**config.mk**
```make
export PLATFORM = sky130hd
export DESIGN_NAME = jpeg_stream_drain
export DESIGN_NICKNAME = d
export VERILOG_FILES = /design/src/rtl/jpeg_stream_drain.sv
export SDC_FILE = /design/constraint.sdc
export NUM_CORES = 1
export LEC_CHECK = 0
export CAP_MARGIN = 20
export CORE_AREA = 2 2 101 73
export CTS_BUF_LIST = sky130_fd_sc_hd__clkbuf_8
export DETAILED_ROUTE_END_ITERATION = 6
export DIE_AREA = 0 0 103 75
export PLACE_DENSITY = 0.86
export SLEW_MARGIN = 0
export SYNTH_ARGS = -nofsm -noshare
export SYNTH_HDL_FRONTEND = slang
export SYNTH_SLANG_ARGS = --single-unit
```
**constraint.sdc**
```tcl
create_clock -name clk_i -period 2.5 [get_ports clk_i]
set_input_delay 0.25 -clock clk_i [delete_from_list [all_inputs] [get_ports clk_i]]
set_output_delay 0.25 -clock clk_i [all_outputs]
set_load 0.02 [all_outputs]
```
**src/rtl/jpeg_stream_drain.sv**
```systemverilog
// jpeg_stream_drain
//   Bus initiator that empties the JPEG encoder output FIFO over the XBAR
//   peripheral bus. A FIFO-level interrupt, a latched end-of-stream event
//   or (optionally) a poll timer starts a burst: the FIFO depth is read,
//   that many 32-bit words are popped and forwarded on a valid/ready
//   stream, and after the end-of-stream drain the final-word bit count is
//   read back.
//
//   Optional feature macro: JPEG_DRAIN_POLL_EN
//     defined   : a POLL_CYCLES countdown also starts a burst from IDLE, so
//                 residues below the interrupt threshold are drained.
//     undefined : only fifo_irq_i and the latched end event start a burst.
//
// Ports
//   clk_i, rst_ni                 clock, asynchronous active-low reset
//   enable_i                      gates new bursts (sampled in IDLE only)
//   fifo_irq_i / end_irq_i        FIFO level (level) / end of stream (pulse)
//   error_irq_i                   FIFO full; latched into overflow_o
//   mst_req_o .. mst_id_o         read request channel (held until grant)
//   mst_gnt_i                     grant
//   mst_r_valid_i, mst_r_rdata_i  read response, one cycle after grant
//   m_valid_o, m_ready_i          output stream handshake
//   m_data_o, m_last_o            stream word, final word of the image
//   done_o, eof_bits_o            image drained pulse, final-word bit count
//   overflow_o                    sticky FIFO overflow flag

module jpeg_stream_drain #(
  parameter logic [31:0]     BASE_ADDR   = 32'h0000_0000,
  parameter int              ID_W        = 5,
  parameter logic [ID_W-1:0] ID_VAL      = {ID_W{1'b0}},
  parameter int              POLL_CYCLES = 1024
) (
  input  logic            clk_i,
  input  logic            rst_ni,
  input  logic            enable_i,
  input  logic            fifo_irq_i,
  input  logic            end_irq_i,
  input  logic            error_irq_i,
  output logic            mst_req_o,
  output logic [31:0]     mst_add_o,
  output logic            mst_wen_o,
  output logic [31:0]     mst_wdata_o,
  output logic [3:0]      mst_be_o,
  output logic [ID_W-1:0] mst_id_o,
  input  logic            mst_gnt_i,
  input  logic            mst_r_valid_i,
  input  logic [31:0]     mst_r_rdata_i,
  output logic            m_valid_o,
  input  logic            m_ready_i,
  output logic [31:0]     m_data_o,
  output logic            m_last_o,
  output logic            done_o,
  output logic [4:0]      eof_bits_o,
  output logic            overflow_o
);

  localparam logic [31:0] ADDR_DATA  = BASE_ADDR + 32'h0000_0000;
  localparam logic [31:0] ADDR_DEPTH = BASE_ADDR + 32'h0000_0200;
  localparam logic [31:0] ADDR_EOFB  = BASE_ADDR + 32'h0000_0300;

  // FLUSH holds off the return to IDLE until the m_last word has left.
  typedef enum logic [2:0] {
    S_IDLE  = 3'd0,
    S_DEPTH = 3'd1,
    S_DATA  = 3'd2,
    S_EOFB  = 3'd3,
    S_FLUSH = 3'd4
  } state_t;

  state_t      state_r;
  state_t      state_nxt_s;

  logic        req_r;
  logic [31:0] add_r;
  logic        pend_r;
  logic [5:0]  cnt_r;
  logic        end_pend_r;
  logic        m_valid_r;
  logic [31:0] m_data_r;
  logic        m_last_r;
  logic        done_r;
  logic [4:0]  eof_bits_r;
  logic        overflow_r;

  logic        resp_s;
  logic        accept_s;
  logic        slot_free_s;
  logic        bus_idle_s;
  logic        end_pend_now_s;
  logic [5:0]  depth_cnt_s;
  logic        poll_hit_s;
  logic        issue_s;
  logic [31:0] issue_addr_s;

  assign resp_s         = pend_r & mst_r_valid_i;
  assign accept_s       = m_valid_r & m_ready_i;
  // A new pop may be requested if the output register will be empty.
  assign slot_free_s    = ~m_valid_r | accept_s;
  // One read outstanding: nothing requested and no response awaited.
  assign bus_idle_s     = ~req_r & ~pend_r;
  // An end pulse coinciding with the last response still marks that word.
  assign end_pend_now_s = end_pend_r | end_irq_i;
  // A full FIFO reports depth 0 on its 5-bit field; it really holds 32.
  assign depth_cnt_s    = ((mst_r_rdata_i[4:0] == 5'd0) && error_irq_i) ?
                          6'd32 : {1'b0, mst_r_rdata_i[4:0]};

`ifdef JPEG_DRAIN_POLL_EN
  localparam int              POLL_W      = $clog2(POLL_CYCLES + 1);
  localparam logic [POLL_W-1:0] POLL_RELOAD = POLL_W'(POLL_CYCLES - 1);

  logic [POLL_W-1:0] poll_cnt_r;

  // Poll countdown: restarts on every IDLE exit, parks at zero when expired.
  always_ff @(posedge clk_i or negedge rst_ni) begin
    if (!rst_ni) begin
      poll_cnt_r <= POLL_RELOAD;
    end else if ((state_r == S_IDLE) && (state_nxt_s != S_IDLE)) begin
      poll_cnt_r <= POLL_RELOAD;
    end else if (poll_cnt_r != {POLL_W{1'b0}}) begin
      poll_cnt_r <= poll_cnt_r - POLL_W'(1);
    end else begin
      poll_cnt_r <= poll_cnt_r;
    end
  end

  assign poll_hit_s = (poll_cnt_r == {POLL_W{1'b0}});
`else
  assign poll_hit_s = 1'b0;
`endif

  // State register.
  always_ff @(posedge clk_i or negedge rst_ni) begin
    if (!rst_ni) begin
      state_r <= S_IDLE;
    end else begin
      state_r <= state_nxt_s;
    end
  end

  // Next-state logic; transitions out of bus states happen on the response.
  always_comb begin
    state_nxt_s = state_r;
    case (state_r)
      S_IDLE: begin
        if (enable_i && (fifo_irq_i || end_pend_r || poll_hit_s)) begin
          state_nxt_s = S_DEPTH;
        end else begin
          state_nxt_s = S_IDLE;
        end
      end
      S_DEPTH: begin
        if (resp_s && (depth_cnt_s == 6'd0)) begin
          state_nxt_s = end_pend_now_s ? S_EOFB : S_IDLE;
        end else if (resp_s) begin
          state_nxt_s = S_DATA;
        end else begin
          state_nxt_s = S_DEPTH;
        end
      end
      S_DATA: begin
        if (resp_s && (cnt_r == 6'd1)) begin
          state_nxt_s = end_pend_now_s ? S_EOFB : S_IDLE;
        end else begin
          state_nxt_s = S_DATA;
        end
      end
      S_EOFB: begin
        if (resp_s && m_valid_r && !m_ready_i) begin
          state_nxt_s = S_FLUSH;
        end else if (resp_s) begin
          state_nxt_s = S_IDLE;
        end else begin
          state_nxt_s = S_EOFB;
        end
      end
      S_FLUSH: begin
        if (slot_free_s) begin
          state_nxt_s = S_IDLE;
        end else begin
          state_nxt_s = S_FLUSH;
        end
      end
      default: begin
        state_nxt_s = S_IDLE;
      end
    endcase
  end

  // Output logic: decides when and where the next read is requested.
  always_comb begin
    issue_s      = 1'b0;
    issue_addr_s = ADDR_DATA;
    case (state_r)
      S_DEPTH: begin
        issue_s      = bus_idle_s;
        issue_addr_s = ADDR_DEPTH;
      end
      S_DATA: begin
        issue_s      = bus_idle_s && slot_free_s && (cnt_r != 6'd0);
        issue_addr_s = ADDR_DATA;
      end
      S_EOFB: begin
        issue_s      = bus_idle_s;
        issue_addr_s = ADDR_EOFB;
      end
      default: begin
        issue_s      = 1'b0;
        issue_addr_s = ADDR_DATA;
      end
    endcase
  end

  // Request channel: held until granted, then one response is awaited.
  always_ff @(posedge clk_i or negedge rst_ni) begin
    if (!rst_ni) begin
      req_r  <= 1'b0;
      add_r  <= 32'h0000_0000;
      pend_r <= 1'b0;
    end else if (req_r && mst_gnt_i) begin
      req_r  <= 1'b0;
      pend_r <= 1'b1;
    end else if (issue_s) begin
      req_r  <= 1'b1;
      add_r  <= issue_addr_s;
    end else if (resp_s) begin
      pend_r <= 1'b0;
    end else begin
      req_r  <= req_r;
      pend_r <= pend_r;
    end
  end

  // Burst word counter, sampled once per burst from the depth register.
  always_ff @(posedge clk_i or negedge rst_ni) begin
    if (!rst_ni) begin
      cnt_r <= 6'd0;
    end else if ((state_r == S_DEPTH) && resp_s) begin
      cnt_r <= depth_cnt_s;
    end else if ((state_r == S_DATA) && resp_s) begin
      cnt_r <= cnt_r - 6'd1;
    end else begin
      cnt_r <= cnt_r;
    end
  end

  // Output stream register; holds while the consumer stalls.
  always_ff @(posedge clk_i or negedge rst_ni) begin
    if (!rst_ni) begin
      m_valid_r <= 1'b0;
      m_data_r  <= 32'h0000_0000;
      m_last_r  <= 1'b0;
    end else if ((state_r == S_DATA) && resp_s) begin
      m_valid_r <= 1'b1;
      m_data_r  <= mst_r_rdata_i;
      m_last_r  <= (cnt_r == 6'd1) && end_pend_now_s;
    end else if (accept_s) begin
      m_valid_r <= 1'b0;
      m_last_r  <= 1'b0;
    end else begin
      m_valid_r <= m_valid_r;
      m_last_r  <= m_last_r;
    end
  end

  // End-of-stream latch; a new pulse wins over the clear so none is lost.
  always_ff @(posedge clk_i or negedge rst_ni) begin
    if (!rst_ni) begin
      end_pend_r <= 1'b0;
    end else if (end_irq_i) begin
      end_pend_r <= 1'b1;
    end else if ((state_r == S_EOFB) && resp_s) begin
      end_pend_r <= 1'b0;
    end else begin
      end_pend_r <= end_pend_r;
    end
  end

  // End-of-image reporting and sticky overflow flag.
  always_ff @(posedge clk_i or negedge rst_ni) begin
    if (!rst_ni) begin
      done_r     <= 1'b0;
      eof_bits_r <= 5'd0;
      overflow_r <= 1'b0;
    end else begin
      done_r     <= (state_r == S_EOFB) && resp_s;
      eof_bits_r <= ((state_r == S_EOFB) && resp_s) ? mst_r_rdata_i[4:0] : eof_bits_r;
      overflow_r <= overflow_r | error_irq_i;
    end
  end

  assign mst_req_o   = req_r;
  assign mst_add_o   = add_r;
  assign mst_wen_o   = 1'b1;
  assign mst_wdata_o = 32'h0000_0000;
  assign mst_be_o    = 4'hF;
  assign mst_id_o    = ID_VAL;
  assign m_valid_o   = m_valid_r;
  assign m_data_o    = m_data_r;
  assign m_last_o    = m_last_r;
  assign done_o      = done_r;
  assign eof_bits_o  = eof_bits_r;
  assign overflow_o  = overflow_r;

endmodule

```
[Word-level counts from Yosys, hierarchy flattened]
Cells that the tools add are included.
Word-level totals
  output and inout bits: 116
  register bits after elaboration: 85
  logic and storage cells: 80
  input port bits: 41
Cells by class
  reductions and logical operators: 27
  add/sub/neg operators: 1
  equality and inequality tests: 6
  muxes and demuxes: 24
  bitwise logic cells: 10
Operators with widths (number)
  $pmux W10 S2: 1
  $mux W6: 3
  $pmux W3 S5: 1
  $logic_and A1 B1 Y1: 13
  $mux W1: 11
  $mux W2: 5
  $reduce_bool A2 Y1: 5
  $eq A3 B2 Y1 const B: 2
  $eq A6 B1 Y1 const B: 1
  $logic_not A6 Y1: 1
  $mux W3: 2
  $reduce_bool A6 Y1: 1
  $sub A6 B1 Y6 const B: 1
  $logic_not A5 Y1: 1
  $not A1 Y1: 4
  $reduce_and A2 Y1: 2
  $and A1 B1 Y1: 3
  $eq A3 B1 Y1 const B: 1
  $eq A3 B3 Y1 const B: 1
  $logic_not A3 Y1: 1
  $or A1 B1 Y1: 3
  $ne A2 B1 Y1 const B: 1
  $pmux W1 S2: 1
  $reduce_or A2 Y1: 1
  other kinds (2): 2

[Logic depth before layout (Yosys ltp)]
Gate-level depths: netlist of the first run.
  depth after elaboration: 7
  depth in mapped cells: 6
  depth with buffers taken out: 5

[Least setup slack after synthesis of the first run]
No wires, ideal clock.
  path type: register to register
  start: reg state_r[2]
  end: reg cnt_r[1]
  setup time: 127 ps
  clock period less this slack: 1572 ps
  arrival time: 1446 ps
  cell stages (with the launch flop): 5
  required time: 2373 ps
  buffers on the path: 0
  path slack: 928 ps
  cell sequence: dfrtp_1 -> nand2b_1 -> nor3_1 -> nor2_1 -> a221o_2
On the way
  cells in the longest elaborated chain, start to end: 3
  elaborated cells on any way between the ends: 6
  classes of those cells: eq/ne: 2; mux: 1; reduce/logical: 3
RTL lines
  start: declaration: line 70  | state_t state_r;
  start signal: assignment: line 136  | state_r <= state_nxt_s;
  $eq A3 B1 Y1 / $eq A3 B2 Y1 (equally long branches): line 237, 239
  $logic_and A1 B1 Y1 (on tied branches): line 237, 239
  $mux W6 / $reduce_bool A2 Y1 (equally long branches)
  end signal: assignment: line 238  | cnt_r <= depth_cnt_s;
  end signal: assignment: line 240  | cnt_r <= cnt_r - 6'd1;
  end signal: assignment: line 242  | cnt_r <= cnt_r;
  end: declaration: line 76  | logic [5:0] cnt_r;
Several ways; a longest one is shown, not always the timed one.
A chain may end at the register's enable or synchronous reset.

[Worst setup path in the final report of the first run]
  start: reg state_r[1]
  end: reg m_data_r[13] (netlist: m_data_o[13])
On the way
  cells in the longest elaborated chain, start to end: 2
RTL lines
  $eq A3 B2 Y1: line 252  | end else if ((state_r == S_DATA) && resp_s) begin
  $logic_and A1 B1 Y1: line 252
  end signal: assignment: line 254  | m_data_r <= mst_r_rdata_i;
  end: declaration: line 79  | logic [31:0] m_data_r;
No other way between the ends.

==> flow_metrics.env, run 1 <==
export IMPL_p_comb_frac=0.500
export IMPL_cp_arrival_ns=2.12
export IMPL_drt_initial_drc_count=73
export IMPL_overflow=0
export IMPL_yosysTopAreaCell="dfrtp_1"
export IMPL_grt_pass1_wl_um=9763
export IMPL_syn_to_final_growth_pct=27.51
export IMPL_regArea_mm2=0.001376
export IMPL_synth_compound_area_share=0.05740
export IMPL_synth_yosys_seq_area_share=0.4857
export IMPL_die_y_um=75
export IMPL_ys_ff_latch=55
export IMPL_ir_worst_vdd_mv=0.5066
export IMPL_wl_per_cell_um=12.39
export IMPL_start_util=0.4234
export IMPL_synth_edff_count=0
export IMPL_power_switching_share=0.4111
export IMPL_worst_pin_slew_ns=0.6046
export IMPL_synth_area_per_cell_um2=8.968
export IMPL_row_count=25
export IMPL_clock_path_buffers=2
export IMPL_endpoint_kind="register"
export IMPL_instances_no_fill=499
export IMPL_yosys_area_share_adder=0.008830
export IMPL_drc=0
export IMPL_grt_use_total=0.1632
export IMPL_cts_buffers=5
export IMPL_clk_latency_ns=0.30
export IMPL_max_cap_violations=0
export IMPL_dpl_cell_area_mm2=0.003520
export IMPL_multiInputGateArea_mm2=0.001122
export IMPL_syn_inst=316
export IMPL_crit_fanout=26
export IMPL_finalSetupViolCount=0
export IMPL_slew_headroom=0.5969
export IMPL_ctsResizeCount=0
export IMPL_ys_top_cells_by_area="dfrtp_1, buf_4, nand2_1, mux2_2, nor2_1"
export IMPL_synth_xor_area_share=0.009272
export IMPL_synthArstFlopShare=1.000
export IMPL_finalCritPeriodShare=0.7488
export IMPL_die_x_um=103
export IMPL_drive_gt1_frac=0.06173
export IMPL_status="completed"
export IMPL_rsz0062_at_grt="no"
export IMPL_hp_class="in -> reg"
export IMPL_post_route_cell_area_mm2=0.003613
export IMPL_fmax_mhz=534.2
export IMPL_power_density_mw_per_mm2=1105
export IMPL_firstDrtPassIters=5
export IMPL_h_tree_depth=2
export IMPL_pwr_share_seq=0.382
export IMPL_core_area_mm2=0.006694
export IMPL_path_class="reg -> reg"
export IMPL_clk_pin_slew_worst_paths_ns=0.10
export IMPL_finClkSkew_ns=0.008401
export IMPL_num_nets_final=447
export IMPL_drt_total_wl_um=6183
export IMPL_maxSlewViolCount=0
export IMPL_place_port_buffers=84
export IMPL_grt_max_degree=31
export IMPL_netlist_area_mm2=0.002834
export IMPL_yosysTopAreaCellShare=0.4857
export IMPL_synth_top_family_by_area="buffers and inverters"
export IMPL_synth_common_cells="nand2_1, buf_4, dfrtp_1"
export IMPL_switchingPower_mw=1.642
export IMPL_p_int_mw=2.352
export IMPL_num_fill_cells=636
export IMPL_hpwlAfterDp_um=4696
export IMPL_n_antenna_cell=0
export IMPL_dieArea_mm2=0.007725
export IMPL_antenna_found_initial=0
export IMPL_place_inst=490
export IMPL_clock_sinks=55
export IMPL_cts_root_buf="clkbuf_8"
export IMPL_yosys_cell_count_top_type="nand2_1"
export IMPL_ys_warn_count=0
export IMPL_final_hold_viol_count=0
export IMPL_via_per_inst=4.293
export IMPL_synthSimpleGateAreaFrac=0.2053
export IMPL_grt_pass1_vias=2060
export IMPL_synth_cell_type_count=39
export IMPL_synth_mux_area_frac=0.01987
export IMPL_p_leak_nw=1.802
export IMPL_cts_tree="done"
export IMPL_startpoint_type="register"
export IMPL_yosys_most_used_dff="dfrtp_1"
export IMPL_p_clk_frac=0.118
export IMPL_gp_congestion=0.7945
export IMPL_min_period_ns=1.872
export IMPL_detail_route_antenna_nets=0
export IMPL_tns_ns=0
export IMPL_ios=157
export IMPL_required_ns=2.75
export IMPL_vias=2142
[placed cells by master (no fill, tap or decap), drive strengths merged, types with 3 or more instances in the layout]
cell | synthesis | layout
clkinv | 0 | 3
a221o | 3 | 3
nand2 | 108 | 108
clkbuf | 5 | 5
buf | 75 | 7
o21ai | 5 | 5
dfrtp | 55 | 55
mux2 | 5 | 5
clkdlybuf4s50 | 0 | 83
inv | 6 | 6
nor3 | 4 | 4
nand3 | 4 | 4
nor2 | 11 | 11
a21oi | 5 | 5
conb | 2 | 72
[worst paths after layout]
kind                                   startpoint            to  slack [ns]  cells after the start
max in group asynchronous                  rst_ni     m_valid_o        1.20                      3
worst min register to register         overflow_o    overflow_o        0.47                      1
worst min-delay path            mst_r_rdata_i[23]  m_data_o[23]        0.46                      3
worst max-delay path                   state_r[1]  m_data_o[13]        0.63                      5
min in group asynchronous                  rst_ni  m_data_o[13]        0.48                      2
worst max register to register         state_r[1]  m_data_o[13]        0.63                      5
[state kept, by name, summed over array words and instances (netlist names)]
name and flops:
m_data_o 32, cnt_r 6, eof_bits_o 5, state_r 3, mst_add_o 2, done_o 1, end_pend_r 1, m_last_o 1
m_valid_o 1, mst_req_o 1, overflow_o 1, pend_r 1
[layer usage]
layer  part of all wire  vias to the layer above  routed length (um)  global-route usage
met5                  0                        -                   0                   0
met2               0.47                       83                2928              0.2633
met3              0.079                        4                 489             0.04921
met4             0.0082                        0                  51             0.05117
li1                   -                     1044                   -                   -
met1               0.44                     1011                2714              0.2144
[timing repair]
item	4_1_cts	5_1_grt
endpoints found under the hold margin	25	0
hold buffers	1	0
buffers inserted	0	0
[layout make-up]
cell class,count,share of cell area
flip-flops and latches,55,0.3809
multi-input cells,245,0.3106
repair buffers,91,0.2465
well taps,94,0.03255
clock buffers,5,0.01904
inverters,6,0.006233
clock inverters,3,0.004155
[through the flow]
| stage | setup slack [ns] | hold slack (ns) | power, mW | utilization |
|---|---|---|---|---|
| final | 0.6281 | 0.4602 | 3.994 | 0.5398 |
| after global routing | 0.4137 | 0.4603 | 4.295 | 0.5398 |
| after detailed placement | 0.3806 | 0.2997 | 3.547 | 0.5258 |
| after global placement | 0.3708 | 0.2836 | 3.479 | 0.5258 |
| after CTS | 0.6105 | 0.4517 | 4.037 | 0.5398 |
| after floorplan | 0.9279 | -0.04559 | 2.686 | - |
[cell families (layout without fill, tap and decap cells)]
| group | Yosys count | after routing |
|---|---|---|
| AO/OA/AOI/OAI | 23 | 23 |
| multiplexers | 5 | 5 |
| AND/OR/NAND/NOR | 140 | 140 |
| flip-flops | 55 | 55 |
| buffers and inverters | 86 | 105 |
| other | 2 | 72 |
| XOR/XNOR | 3 | 3 |
| adder cells (fa/ha/maj) | 2 | 2 |
[power groups by stage]
stage	sequential (mW)	clock (mW)	combinational, mW
after floorplan	1.89	0	0.794
after global placement	1.52	0	1.96
after detailed placement	1.54	0	2.01
after CTS	1.53	0.491	2.02
after global routing	1.58	0.524	2.19
final	1.53	0.470	2.00
[critical path, stage by stage (launching register included)]
cell and delay (ns):
dfrtp_1 0.50, or3b_1 0.44, nor2_2 0.33, buf_4 0.36, nand2_1 0.11, nand2_1 0.07
(Power assumes the default switching activity.)
==> run 2, diff against run 1 <==
CORE_AREA = 2 2 104 76   (was 2 2 101 73)
DIE_AREA = 0 0 106 78   (was 0 0 103 75)
PLACE_DENSITY = 0.81   (was 0.86)
clock period = 1.8 ns   (was 2.5 ns; I/O delays follow)
==> flow_metrics.env, run 2 (synthesis results as in run 1) <==
export IMPL_rsz0062_at_grt="no"
export IMPL_startpoint_type="register"
export IMPL_endpoint_kind="register"
export IMPL_worst_pin_slew_ns=0.6159
export IMPL_fmax_mhz=594.2
export IMPL_min_period_ns=1.683
export IMPL_drive_gt1_frac=0.09113
export IMPL_layout_commonest_cell="nand2_1"
export IMPL_hold_slack_ns=0.4007
export IMPL_tns_ns=0
export IMPL_wl_per_cell_um=12.10
export IMPL_finClkSkew_ns=0.007756
export IMPL_crit_chain="or3b_1, a221oi_2, o21ai_0, a32o_1"
export IMPL_clk_pin_slew_worst_paths_ns=0.10
export IMPL_ios=157
export IMPL_n_antenna_cell=0
export IMPL_hp_class="in -> reg"
export IMPL_finalCritPeriodShare=0.9350
export IMPL_gp_congestion=0.9217
export IMPL_overflow=0
export IMPL_place_port_buffers=84
export IMPL_core_area_mm2=0.007189
export IMPL_detail_route_antenna_nets=0
export IMPL_row_count=26
export IMPL_critPathSlowestCell="or3b_1"
export IMPL_grt_pass1_vias=2217
export IMPL_slew_headroom=0.5894
export IMPL_cp_arrival_ns=1.88
export IMPL_syn_to_final_growth_pct=31.92
export IMPL_hpwlAfterDp_um=4784
export IMPL_ir_worst_vdd_mv=0.6392
export IMPL_post_route_cell_area_mm2=0.003739
export IMPL_start_util=0.3942
export IMPL_status="completed"
export IMPL_grt_max_degree=31
export IMPL_power_total_mw=5.645
export IMPL_final_hold_viol_count=0
export IMPL_drc=0
export IMPL_drt_total_wl_um=6233
export IMPL_cts_root_buf="clkbuf_8"
export IMPL_clock_path_buffers=2
export IMPL_grt_pass1_wl_um=10140
export IMPL_finalSetupViolCount=0
export IMPL_most_common_layout_cells="nand2_1, clkdlybuf4s50_1, conb_1, dfrtp_1, buf_4"
export IMPL_cp_top_family="compound AO/OA/AOI/OAI gates"
export IMPL_path_class="reg -> reg"
export IMPL_die_x_um=106
export IMPL_firstDrtPassIters=4
export IMPL_vias=2202
export IMPL_drt_initial_drc_count=90
export IMPL_grt_use_total=0.1526
export IMPL_cts_tree="done"
export IMPL_via_per_inst=4.276
export IMPL_timing_final_ws_setup_ns=0.1170
export IMPL_dpl_cell_area_mm2=0.003635
export IMPL_crit_fanout=6
export IMPL_cts_buffers=5
export IMPL_instances_no_fill=515
export IMPL_die_y_um=78
export IMPL_utilization=0.5200
export IMPL_clock_sinks=55
export IMPL_h_tree_depth=2
export IMPL_post_cts_setup_buffer_count=0
export IMPL_preCtsSetupSlack_ns=-0.1958
export IMPL_antenna_found_initial=0
export IMPL_power_density_mw_per_mm2=1510
export IMPL_num_nets_final=460
export IMPL_required_ns=2.00
export IMPL_dieArea_mm2=0.008268
export IMPL_maxSlewViolCount=0
export IMPL_place_inst=507
export IMPL_largest_reg_flops=32
export IMPL_cp_slowest_stage_delay_ns=0.47
export IMPL_clk_latency_ns=0.30
export IMPL_p_leak_nw=1.868
export IMPL_max_cap_violations=0
export IMPL_cp_buffers_inverters=0
==> run 2: metal layers <==
layer	wire [um]	track usage	up-vias
li1	-	-	1061
met3	511	0.04790	8
met5	0	0	-
met2	3062	0.2561	96
met1	2602	0.1922	1037
met4	57	0.03816	0
==> run 2: worst paths after layout <==
check,start,end,slack [ns],cells after the start
max,state_r[2],mst_add_o[8],0.12,4
min,mst_r_rdata_i[20],m_data_o[20],0.40,3
max reg2reg,state_r[2],mst_add_o[8],0.12,4
min reg2reg,overflow_o,overflow_o,0.48,1
max in group asynchronous,rst_ni,m_data_o[6],0.81,3
min in group asynchronous,rst_ni,mst_req_o,0.42,2
==> run 2: worst reg2reg max path, delay by kind of cell, from the launching register on <==
| kind | cells | cell delay [ns] |
|---|---|---|
| AOI/OAI and AO/OA | 3 | 0.65 |
| and+or+nand+nor | 1 | 0.47 |
| DFF | 1 | 0.45 |
==> run 2: layout make-up <==
cell class	count	area [um^2]
fillers	684	3451
flip-flops and latches	55	1376
multi-input cells	245	1129
repair buffers	104	1001
well taps	98	122.6
clock buffers	6	82.58
inverters	6	22.52
clock inverters	1	5.005
==> run 2: power by group <==
group | internal (mW) | leakage [nW] | switching, mW | total [mW]
combinational | 1.30 | 1.14 | 1.54 | 2.84
clock | 0.303 | 0.0470 | 0.380 | 0.683
sequential | 1.76 | 0.685 | 0.358 | 2.12
==> run 2: repair_timing <==
| action | 4_1_cts | 5_1_grt |
|---|---|---|
| hold buffers | 1 | 0 |
| endpoints found under the hold margin | 25 | 0 |
| gates resized for setup | 0 | 1 |
| setup endpoints to repair | 0 | 1 |
